<file path="src/rtl/alu_pkg.sv">
// Shared types for the sequential ALU.
// Contents: opcode width, opcode enum, FSM state enum and a shift-amount width helper.
package alu_pkg;

   localparam int unsigned OP_W = 4;

   typedef enum logic [3:0] {
      OP_ADD  = 4'd0,
      OP_SUB  = 4'd1,
      OP_AND  = 4'd2,
      OP_OR   = 4'd3,
      OP_XOR  = 4'd4,
      OP_SLT  = 4'd5,
      OP_SLTU = 4'd6,
      OP_SLL  = 4'd7,
      OP_SRL  = 4'd8,
      OP_SRA  = 4'd9,
      OP_MUL  = 4'd10
   } alu_op_e;

   // IDLE: output register empty, BUSY: multiply iterating, FULL: output register holds a result
   typedef enum logic [1:0] {
      IDLE,
      BUSY,
      FULL
   } alu_state_e;

   function automatic int shamt_w(int w);
      return $clog2(w);
   endfunction

endpackage

</file>
<file path="src/rtl/alu_seq_if.sv">
// Handshake bundle for alu_seq.
// Input side: in_valid/in_ready, data_rs1, source_2, alu_inst.
// Output side: out_valid/out_ready, ALU_result and the zero/carry/overflow/negative flags.
// master = producer/consumer (bench or pipeline), slave = the ALU.
interface alu_seq_if #(
   parameter int unsigned DATA_WIDTH = 32
);
   import alu_pkg::*;

   logic                  in_valid;
   logic                  in_ready;
   logic [DATA_WIDTH-1:0] data_rs1;
   logic [DATA_WIDTH-1:0] source_2;
   logic [OP_W-1:0]       alu_inst;
   logic                  out_valid;
   logic                  out_ready;
   logic [DATA_WIDTH-1:0] ALU_result;
   logic                  zero;
   logic                  carry;
   logic                  overflow;
   logic                  negative;

   modport master (
      output in_valid, data_rs1, source_2, alu_inst, out_ready,
      input  in_ready, out_valid, ALU_result, zero, carry, overflow, negative
   );

   modport slave (
      input  in_valid, data_rs1, source_2, alu_inst, out_ready,
      output in_ready, out_valid, ALU_result, zero, carry, overflow, negative
   );

endinterface

</file>
<file path="src/rtl/alu_mul_iter.sv">
// Iterative unsigned shift-add multiplier, one partial product per cycle.
// Ports: clk, rst (sync, active-high), start (load operands), a, b,
//        done (high in the cycle before the final step edge), product (full 2*DATA_WIDTH result).
// product is the combinational next accumulator, so it is the final value while done is high.
module alu_mul_iter #(
   parameter int unsigned DATA_WIDTH = 32
) (
   input  logic                    clk,
   input  logic                    rst,
   input  logic                    start,
   input  logic [DATA_WIDTH-1:0]   a,
   input  logic [DATA_WIDTH-1:0]   b,
   output logic                    done,
   output logic [2*DATA_WIDTH-1:0] product
);

   localparam int unsigned CntW = $clog2(DATA_WIDTH) + 1;

   logic [CntW-1:0]         cnt_q;
   logic [2*DATA_WIDTH-1:0] mcand_q;
   logic [DATA_WIDTH-1:0]   mplier_q;
   logic [2*DATA_WIDTH-1:0] acc_q;
   logic [2*DATA_WIDTH-1:0] acc_d;

   always_comb begin
      acc_d = acc_q;
      if (mplier_q[0]) begin
         acc_d = acc_q + mcand_q;
      end
   end

   always_ff @(posedge clk) begin
      if (rst) begin
         cnt_q    <= '0;
         mcand_q  <= '0;
         mplier_q <= '0;
         acc_q    <= '0;
      end else if (start) begin
         cnt_q    <= CntW'(DATA_WIDTH);
         mcand_q  <= {{DATA_WIDTH{1'b0}}, a};
         mplier_q <= b;
         acc_q    <= '0;
      end else if (cnt_q != '0) begin
         cnt_q    <= cnt_q - CntW'(1);
         mcand_q  <= mcand_q << 1;
         mplier_q <= mplier_q >> 1;
         acc_q    <= acc_d;
      end
   end

   assign done    = (cnt_q == CntW'(1));
   assign product = acc_d;

endmodule

</file>
<file path="src/rtl/alu_seq.sv">
// Registered, handshaked ALU for the execute stage.
// Ports: clk, rst (sync, active-high), bus (alu_seq_if.slave: operands, opcode, result, flags,
//        valid/ready on both sides).
// Single-cycle ops land in the output register at the accept edge; MUL goes through
// alu_mul_iter and lands DATA_WIDTH edges after accept. Flags travel with the result.
module alu_seq
   import alu_pkg::*;
#(
   parameter int unsigned DATA_WIDTH = 32,
   parameter int unsigned OP_WIDTH   = 4
) (
   input logic       clk,
   input logic       rst,
   alu_seq_if.slave  bus
);

   localparam int unsigned ShW = shamt_w(DATA_WIDTH);

   if ((DATA_WIDTH < 4) || ((DATA_WIDTH & (DATA_WIDTH - 1)) != 0)) begin : gen_bad_width
      $error("alu_seq: DATA_WIDTH must be a power of two >= 4");
   end
   if (OP_WIDTH != OP_W) begin : gen_bad_op_width
      $error("alu_seq: OP_WIDTH must be 4");
   end

   alu_state_e              state_q, state_d;
   logic [DATA_WIDTH-1:0]   a, b;
   logic [ShW-1:0]          shamt;
   logic [DATA_WIDTH:0]     add_x, sub_x;
   logic [DATA_WIDTH-1:0]   sp_res, nxt_res;
   logic                    sp_c, sp_v, nxt_c, nxt_v;
   logic                    accept, is_mul, load, mul_done;
   logic [2*DATA_WIDTH-1:0] mul_prod;
   logic [DATA_WIDTH-1:0]   result_q;
   logic                    zero_q, carry_q, overflow_q, negative_q;

   assign a      = bus.data_rs1;
   assign b      = bus.source_2;
   assign shamt  = b[ShW-1:0];
   assign add_x  = {1'b0, a} + {1'b0, b};
   // Bit DATA_WIDTH of the widened difference is the unsigned borrow
   assign sub_x  = {1'b0, a} - {1'b0, b};
   assign is_mul = (alu_op_e'(bus.alu_inst) == OP_MUL);

   assign bus.in_ready = (state_q == IDLE) || ((state_q == FULL) && bus.out_ready);
   assign accept       = bus.in_valid && bus.in_ready;

   // Single-cycle datapath; undefined codes fall through to ADD
   always_comb begin
      sp_res = add_x[DATA_WIDTH-1:0];
      sp_c   = add_x[DATA_WIDTH];
      sp_v   = (a[DATA_WIDTH-1] == b[DATA_WIDTH-1]) &&
               (add_x[DATA_WIDTH-1] != a[DATA_WIDTH-1]);
      case (alu_op_e'(bus.alu_inst))
         OP_SUB: begin
            sp_res = sub_x[DATA_WIDTH-1:0];
            sp_c   = sub_x[DATA_WIDTH];
            sp_v   = (a[DATA_WIDTH-1] != b[DATA_WIDTH-1]) &&
                     (sub_x[DATA_WIDTH-1] != a[DATA_WIDTH-1]);
         end
         OP_AND:  begin sp_res = a & b; sp_c = 1'b0; sp_v = 1'b0; end
         OP_OR:   begin sp_res = a | b; sp_c = 1'b0; sp_v = 1'b0; end
         OP_XOR:  begin sp_res = a ^ b; sp_c = 1'b0; sp_v = 1'b0; end
         OP_SLT: begin
            sp_res = {{(DATA_WIDTH-1){1'b0}}, ($signed(a) < $signed(b))};
            sp_c   = 1'b0;
            sp_v   = 1'b0;
         end
         OP_SLTU: begin
            sp_res = {{(DATA_WIDTH-1){1'b0}}, (a < b)};
            sp_c   = 1'b0;
            sp_v   = 1'b0;
         end
         OP_SLL:  begin sp_res = a << shamt; sp_c = 1'b0; sp_v = 1'b0; end
         OP_SRL:  begin sp_res = a >> shamt; sp_c = 1'b0; sp_v = 1'b0; end
         OP_SRA:  begin sp_res = $signed(a) >>> shamt; sp_c = 1'b0; sp_v = 1'b0; end
         default: ;
      endcase
   end

   alu_mul_iter #(
      .DATA_WIDTH (DATA_WIDTH)
   ) u_mul (
      .clk     (clk),
      .rst     (rst),
      .start   (accept && is_mul),
      .a       (a),
      .b       (b),
      .done    (mul_done),
      .product (mul_prod)
   );

   // Accept is impossible while BUSY, so the state alone selects the result source
   always_comb begin
      nxt_res = sp_res;
      nxt_c   = sp_c;
      nxt_v   = sp_v;
      if (state_q == BUSY) begin
         nxt_res = mul_prod[DATA_WIDTH-1:0];
         nxt_c   = |mul_prod[2*DATA_WIDTH-1:DATA_WIDTH];
         nxt_v   = 1'b0;
      end
   end

   assign load = (accept && !is_mul) || ((state_q == BUSY) && mul_done);

   always_comb begin
      state_d = state_q;
      case (state_q)
         IDLE: if (accept) state_d = is_mul ? BUSY : FULL;
         BUSY: if (mul_done) state_d = FULL;
         FULL: begin
            if (bus.out_ready) begin
               if (accept) state_d = is_mul ? BUSY : FULL;
               else        state_d = IDLE;
            end
         end
         default: state_d = IDLE;
      endcase
   end

   always_ff @(posedge clk) begin
      if (rst) begin
         state_q    <= IDLE;
         result_q   <= '0;
         zero_q     <= 1'b0;
         carry_q    <= 1'b0;
         overflow_q <= 1'b0;
         negative_q <= 1'b0;
      end else begin
         state_q <= state_d;
         if (load) begin
            result_q   <= nxt_res;
            zero_q     <= (nxt_res == '0);
            carry_q    <= nxt_c;
            overflow_q <= nxt_v;
            negative_q <= nxt_res[DATA_WIDTH-1];
         end
      end
   end

   assign bus.out_valid  = (state_q == FULL);
   assign bus.ALU_result = result_q;
   assign bus.zero       = zero_q;
   assign bus.carry      = carry_q;
   assign bus.overflow   = overflow_q;
   assign bus.negative   = negative_q;

endmodule

</file>
<file path="src/flat_wrapper.sv">
// flat-port wrapper written by rule: the top's interface ports become plain ports
module alu_seq_flat import alu_pkg::*;
#(
   parameter int unsigned DATA_WIDTH = 32,
   parameter int unsigned OP_WIDTH   = 4
)
  (clk, rst, bus_in_valid, bus_data_rs1, bus_source_2, bus_alu_inst, bus_out_ready, bus_in_ready, bus_out_valid, bus_ALU_result, bus_zero, bus_carry, bus_overflow, bus_negative);
  alu_seq_if #(.DATA_WIDTH(DATA_WIDTH)) bus_i ();
  input logic clk;
  input logic rst;
  input wire logic [$bits(bus_i.in_valid)-1:0] bus_in_valid;
  input wire logic [$bits(bus_i.data_rs1)-1:0] bus_data_rs1;
  input wire logic [$bits(bus_i.source_2)-1:0] bus_source_2;
  input wire logic [$bits(bus_i.alu_inst)-1:0] bus_alu_inst;
  input wire logic [$bits(bus_i.out_ready)-1:0] bus_out_ready;
  output wire logic [$bits(bus_i.in_ready)-1:0] bus_in_ready;
  output wire logic [$bits(bus_i.out_valid)-1:0] bus_out_valid;
  output wire logic [$bits(bus_i.ALU_result)-1:0] bus_ALU_result;
  output wire logic [$bits(bus_i.zero)-1:0] bus_zero;
  output wire logic [$bits(bus_i.carry)-1:0] bus_carry;
  output wire logic [$bits(bus_i.overflow)-1:0] bus_overflow;
  output wire logic [$bits(bus_i.negative)-1:0] bus_negative;
  assign bus_i.in_valid = bus_in_valid;
  assign bus_i.data_rs1 = bus_data_rs1;
  assign bus_i.source_2 = bus_source_2;
  assign bus_i.alu_inst = bus_alu_inst;
  assign bus_i.out_ready = bus_out_ready;
  assign bus_in_ready = bus_i.in_ready;
  assign bus_out_valid = bus_i.out_valid;
  assign bus_ALU_result = bus_i.ALU_result;
  assign bus_zero = bus_i.zero;
  assign bus_carry = bus_i.carry;
  assign bus_overflow = bus_i.overflow;
  assign bus_negative = bus_i.negative;
  alu_seq #(.DATA_WIDTH(DATA_WIDTH), .OP_WIDTH(OP_WIDTH)) u_core (.clk(clk), .rst(rst), .bus(bus_i));
endmodule
</file>
<file path="config.mk">
export PLATFORM = sky130hd
export DESIGN_NAME = alu_seq_flat
export DESIGN_NICKNAME = d
export VERILOG_FILES = /design/src/rtl/alu_pkg.sv /design/src/rtl/alu_seq_if.sv /design/src/rtl/alu_mul_iter.sv /design/src/rtl/alu_seq.sv /design/src/flat_wrapper.sv
export SDC_FILE = /design/constraint.sdc
export NUM_CORES = 1
export LEC_CHECK = 0
export CELL_PAD_IN_SITES_DETAIL_PLACEMENT = 0
export CELL_PAD_IN_SITES_GLOBAL_PLACEMENT = 1
export CORE_MARGIN = 2
export CORE_UTILIZATION = 46
export CTS_CLUSTER_SIZE = 24
export DETAILED_ROUTE_END_ITERATION = 7
export GPL_TIMING_DRIVEN = 0
export PLACE_DENSITY = 0.81
export SYNTH_ARGS = -nofsm -noshare
export SYNTH_HDL_FRONTEND = slang
export SYNTH_SLANG_ARGS = --single-unit
export TNS_END_PERCENT = 50
</file>
<file path="constraint.sdc">
create_clock -name clk -period 7.1 [get_ports clk]
set_input_delay 1.42 -clock clk [delete_from_list [all_inputs] [get_ports clk]]
set_output_delay 1.42 -clock clk [all_outputs]
set_load 0.05 [all_outputs]
</file>
==> results.cfg, run 1 <==
[clock_tree]
clockBufferDepth = 3
worstSkewPairLatency_ns = 0.56
cts_tree = done
path_clk_slew_ns = 0.06
clock_sinks = 203
cts_root_buffer = clkbuf_16
cts_made_buffers = 25
htree_num_levels = 1

[final_layout]
antenna_cells = 0
drive_gt1_share_pct = 4.97
layout-area-overhead-vs-synth_pct = 12.4
fin_nets = 3480
seqCellArea_um2 = 4060
stdcell_area_um2 = 24700
fillerInstances = 4768
multi_input_area_um2 = 16500

[grt]
gr-total-overflow = 0
antenna_found_initial = 4
grt_pass1_wl_um = 164000
grt_max_degree = 14
grt_pass1_vias = 24300
grt_util_all_layers_pct = 44.4

[status]
violations = DRC, capacitance limit
outcome = complete, but fails checks

[synth]
synth_async_sr_flop_share_pct = 0
ys_seq_elements = 203
ys_warn_count = 0
syn_inst = 3108
syn_nets = 3345
synth-main-ff-cell = dfxtp_1
synth-edff-count = 0
synth_cell_type_count = 94
synth_seq_area_share_pct = 18.5
netlist_area_um2 = 22000
avgSynthCellArea_um2 = 7.07

[drt]
totalWireLength_um = 115000
ant_nets = 0
drc = 14
vias = 26900
wl_per_cell_um = 29.6
drt-initial-drc-count = 4149
avgViaCountPerCell = 6.95
first_pass_iters = 8

[setup_path]
cp.required_ns = 7.56
critPathLaunchType = input pin
arrival_ns = 7.53
reg2reg_depth = 10
cp_slowest_cell = a22oi_1
crit_path_max_incr_delay_ns = 0.68
crit_path_max_fanout = 11
cpLargestDelayFamily = buffers and inverters
critical_path_class = in -> reg
path_depth = 19
cp.buffers_inverters = 6
path_cells = clkdlybuf4s50_1, buf_4, inv_2, buf_2, buf_2, buf_2, ha_1, nand2b_1, a221oi_1, a21bo_2, o31ai_1, xnor2_1, a22oi_1, a22oi_1, or4_1, nand4bb_1, nor4_1, nand4_1, o31ai_2
cpMostUsedCell = buf_2
end_kind = register

[sta]
setup_violations = 0
rsz0062_at_grt = no
whs_ns = 0.452
hold_viol = 0
relSlewSlack_pct = 1.36
final.min_clock_period_ns = 7.07
fin_skew_ns = 0.0207
fmax_mhz = 141
setup-tns-final_ns = 0
tightest_slew_ns = 1.46
finalCritPeriodShare_pct = 99.6
drv_slew = 0

[floorplan]
die_area_um2 = 49600
core_um2 = 47400
fp-row-count = 80
ios = 110
initial_utilization_pct = 46.3
fp.dieH_um = 223
die_width_um = 223

[power]
p_comb_share_pct = 47.1
cellPowerDensity_nw_per_um2 = 205
power_frac_seq_pct = 26.2
power.share.clock_pct = 26.8
vdd_drop_max_mv = 0.381
switching_power_mw = 2.39
p_int_mw = 2.69
p_sw_share_pct = 47.0
p_leak_nw = 9.21

[run]
max_cap_violations = 1

[place]
place_congestion = 1.10
io_buffers = 108
dpl.hpwl_um = 92000
dpl_cell_area_um2 = 23900

[min_path]
whs_path_depth = 2
hold_class = reg -> reg
[synth_stat cells, types with 24 or more instances]
cell / n / area (um2)
nor3_1: 56 / 280
mux2i_1: 70 / 701
a311oi_1: 67 / 587
o21bai_1: 29 / 218
mux2_2: 26 / 293
a221oi_1: 27 / 236
a22oi_1: 32 / 240
dfxtp_1: 203 / 4060
xnor2_1: 57 / 499
a21oi_1: 331 / 1660
nand2b_1: 26 / 163
ha_1: 162 / 2030
mux4_2: 33 / 743
nand2_1: 507 / 1900
o21a_1: 24 / 180
inv_1: 122 / 458
nor2_1: 316 / 1190
a21o_1: 30 / 225
xor2_1: 25 / 219
a211oi_1: 64 / 480
clkbuf_1: 189 / 709
nand4_1: 43 / 269
nor2b_1: 26 / 163
o211ai_1: 35 / 263
o31ai_1: 26 / 195
o21ai_0: 125 / 626
nand3_1: 52 / 260
[routing by layer]
layer	vias up	track usage, %	part of all wire (%)
met4	10	17.3	5.0
li1	11700	-	-
met1	12900	61.1	41
met2	2041	58.2	37
met5	-	2.15	0.18
met3	362	21.4	17
[worst paths after layout]
| check | endpoint | start | slack [ns] |
|---|---|---|---|
| worst max-delay path | u_core.bus.zero$_SDFFE_PP0P_ | bus_source_2[2] | 0.03 |
| worst max register to register | u_core.bus.carry$_SDFFE_PP0P_ | u_core.u_mul.mplier_q[0]$_SDFFE_PP0P_ | 1.18 |
| worst min register to register | u_core.bus.ALU_result[11]$_SDFFE_PP0P_ | u_core.bus.ALU_result[11]$_SDFFE_PP0P_ | 0.45 |
| worst min-delay path | u_core.bus.ALU_result[11]$_SDFFE_PP0P_ | u_core.bus.ALU_result[11]$_SDFFE_PP0P_ | 0.45 |
[area by class of cell]
| class | instances | area share (%) |
|---|---|---|
| multi-input combinational | 2545 | 66.8 |
| buffer | 231 | 3.84 |
| clock inverter | 15 | 0.769 |
| clock buffer | 29 | 2.67 |
| sequential | 203 | 16.4 |
| timing repair buffer | 109 | 4.40 |
| inverter | 128 | 1.94 |
| tap | 615 | 3.11 |
[cells in the final DEF (no fill, tap or decap), types with 26 or more instances in the layout]
cell,count
o211ai_1,35
nand4_1,43
a211oi_1,64
nand3_1,52
clkdlybuf4s50_1,108
o21ai_0,125
nand2_1,507
nor3_1,56
xnor2_1,57
mux2_2,26
a21oi_1,330
clkbuf_1,190
a311oi_1,67
o21bai_1,29
a221oi_1,27
a21o_1,30
nor2b_1,26
inv_1,122
dfxtp_1,203
mux2i_1,70
mux4_2,33
nand2b_1,26
nor2_1,316
ha_1,162
a22oi_1,32
[timing repair]
action	4_1_cts	5_1_grt
endpoints found under the setup margin	1	4
resized for setup	2	7
setup buffers	0	0
hold buffers	0	0
[tightest hold or removal path, cell delays in order, from the launching register on]
cell and delay [ns]:
dfxtp_1 0.31, nand2_1 0.05, a21oi_1 0.05
[power groups by stage]
stage	logic, mW	registers [mW]	clock network, mW
after floorplan	1.31	1.39	0
after global placement	2.21	1.34	0
after detailed placement	2.24	1.35	0
after CTS	2.26	1.33	1.36
after global routing	2.49	1.34	1.40
final	2.39	1.33	1.36
[flip-flops by register name, indices dropped and copies added, names as in the netlist]
name and count:
u_core.u_mul.acc_q 64, u_core.u_mul.mcand_q 64, u_core.u_mul.mplier_q 32, u_core.bus.ALU_result 31
u_core.u_mul.cnt_q 6, u_core.state_q 2, u_core.bus.carry 1, u_core.bus.negative 1
u_core.bus.overflow 1, u_core.bus.zero 1
[per-stage QoR]
stage	util [%]	cells	power [mW]	worst slack, ns
final	52.1	3875	5.08	0.0307
after global routing	52.1	3875	5.23	0.0497
after CTS	52.1	3876	4.94	0.0141
after detailed placement	50.3	3832	3.59	-1.02
after global placement	50.2	3831	3.56	-0.965
after floorplan	-	3108	2.70	1.76
[kinds of logic (layout without fill, tap and decap cells)]
logic type               count (synthesis)  count (layout)  share of synthesized area [%]
multiplexers                           138             138                           8.45
AO/OA/AOI/OAI                         1010            1010                           30.6
flip-flops                             203             203                           18.5
XOR/XNOR                                82              82                           3.27
buffers and inverters                  360             512                           6.51
adder cells (fa/ha/maj)                165             165                           9.49
AND/OR/NAND/NOR                       1150            1150                           23.2
Note: power is estimated with default switching activity, not from simulation.
==> inputs of run 2 (changes only) <==
--- a/config.mk
+++ b/config.mk
@@ -8,11 +8,11 @@
 export CELL_PAD_IN_SITES_DETAIL_PLACEMENT = 0
 export CELL_PAD_IN_SITES_GLOBAL_PLACEMENT = 1
 export CORE_MARGIN = 2
-export CORE_UTILIZATION = 46
+export CORE_UTILIZATION = 25
 export CTS_CLUSTER_SIZE = 24
 export DETAILED_ROUTE_END_ITERATION = 7
 export GPL_TIMING_DRIVEN = 0
-export PLACE_DENSITY = 0.81
+export PLACE_DENSITY = 0.48
 export SYNTH_ARGS = -nofsm -noshare
 export SYNTH_HDL_FRONTEND = slang
 export SYNTH_SLANG_ARGS = --single-unit
==> results.cfg, run 2 (synthesis results as in run 1) <==
[power]
p_int_mw = 2.70
power_mw = 5.39
power_frac_seq_pct = 24.8
p_leak_nw = 9.25
p_comb_share_pct = 48.5
switching_power_mw = 2.69
cellPowerDensity_nw_per_um2 = 212
power.share.clock_pct = 26.7
p_sw_share_pct = 50.0
vdd_drop_max_mv = 0.181

[floorplan]
fp-row-count = 108
fp.dieH_um = 301
core_um2 = 87000
die_area_um2 = 90300
ios = 110
die_width_um = 301
initial_utilization_pct = 25.3

[place]
dp.cells = 4374
dpl_cell_area_um2 = 24500
io_buffers = 108
place_congestion = 0.976
dpl.hpwl_um = 118000
pre_cts_slack_ns = -1.21

[setup_path]
cp.buffers_inverters = 5
cpLargestDelayFamily = compound AO/OA/AOI/OAI gates
end_kind = register
path_cells = clkdlybuf4s50_1, clkbuf_1, clkbuf_1, nand4bb_1, clkbuf_1, clkbuf_1, o21ai_0, a2111oi_1, o41ai_1, a21oi_1, a21oi_1, a2111oi_0, nand4_1, o31ai_2
critPathLaunchType = input pin
arrival_ns = 7.58
crit_path_max_incr_delay_ns = 0.96
cpMostUsedCell = clkbuf_1
critical_path_class = in -> reg
crit_path_max_fanout = 10
cp_slowest_cell = a2111oi_1
cp.required_ns = 7.65

[sta]
final.min_clock_period_ns = 7.04
rsz0062_at_grt = no
tightest_slew_ns = 1.48
setup-tns-final_ns = 0
fin_skew_ns = 0.0213
drv_slew = 0
finalCritPeriodShare_pct = 99.1
hold_viol = 0
fmax_mhz = 142
whs_ns = 0.448
setup_violations = 0
setup_slack_ns = 0.0617
relSlewSlack_pct = 0.704

[drt]
avgViaCountPerCell = 5.94
first_pass_iters = 6
wl_per_cell_um = 32.7
totalWireLength_um = 145000
vias = 26300
drc = 0
ant_nets = 0
drt-initial-drc-count = 2902

[final_layout]
layout-area-overhead-vs-synth_pct = 15.9
fillerInstances = 9727
final_cells = 4425
antenna_cells = 0
fin_util_pct = 29.3
fin_nets = 3487
stdcell_area_um2 = 25500
drive_gt1_share_pct = 5.14
top_regs = u_core.u_mul.acc_q: 64 flops, u_core.u_mul.mcand_q: 64 flops, u_core.u_mul.mplier_q: 32 flops
final_common_cell = nand2_1
final_cell_mix = nand2_1, a21oi_1, nor2_1

[clock_tree]
worstSkewPairLatency_ns = 0.64
cts_setup_buffers = 0
path_clk_slew_ns = 0.06
cts_resized = 6
clock_sinks = 203
cts_tree = done
htree_num_levels = 1
clockBufferDepth = 3
cts_made_buffers = 29
hold_buffers = 0
cts_root_buffer = clkbuf_16

[grt]
antenna_found_initial = 12
grt_pass1_wl_um = 199000
grt_pass1_vias = 24700
grt_max_degree = 16
gr-total-overflow = 0
grt_util_all_layers_pct = 31.0

[status]
outcome = complete, but fails checks
violations = capacitance limit

[min_path]
hold_class = reg -> reg

[run]
max_cap_violations = 1
[run 2: power groups by stage]
| stage | registers [mW] | logic, mW | clock network [mW] |
|---|---|---|---|
| 3_5_place_dp | 1.36 | 2.55 | 0 |
| 5_1_grt | 1.35 | 2.74 | 1.53 |
| 2_1_floorplan | 1.39 | 1.31 | 0 |
| 4_1_cts | 1.33 | 2.56 | 1.49 |
| 3_3_place_gp | 1.36 | 2.56 | 0 |
| 6_report | 1.34 | 2.61 | 1.44 |
[run 2: layout make-up]
| class | instances | area [um2] | share of cell area (%) |
|---|---|---|---|
| buffer | 232 | 961 | 3.77 |
| inverter | 128 | 480 | 1.89 |
| timing repair buffer | 111 | 1100 | 4.32 |
| sequential | 203 | 4060 | 15.9 |
| clock buffer | 40 | 787 | 3.09 |
| clock inverter | 11 | 106 | 0.417 |
| multi-input combinational | 2545 | 16500 | 64.9 |
| tap | 1155 | 1450 | 5.67 |
[run 2: path summary, 6_finish.rpt]
kind                                                from                                      to  slack (ns)  depth (start not counted)
hold / removal    u_core.bus.ALU_result[27]$_SDFFE_PP0P_  u_core.bus.ALU_result[27]$_SDFFE_PP0P_        0.45                          2
setup / recovery                         bus_alu_inst[1]            u_core.bus.zero$_SDFFE_PP0P_        0.06                         14
setup reg to reg   u_core.u_mul.mplier_q[0]$_SDFFE_PP0P_           u_core.bus.carry$_SDFFE_PP0P_        1.00                         10
hold reg to reg   u_core.bus.ALU_result[27]$_SDFFE_PP0P_  u_core.bus.ALU_result[27]$_SDFFE_PP0P_        0.45                          2
[run 2: metal layers]
layer  part of all wire [%]  global-route usage, %  wire [um]
met1                     49                   46.9      70300
met4                    3.4                   9.52       4990
met5                      0                      0          0
met3                    8.9                   6.63      12900
met2                     39                   42.9      56700
[run 2: tightest hold or removal path, stage by stage, from the launching register on]
cell and delay (ns):
dfxtp_1 0.30, nand2_1 0.05, a21oi_1 0.05
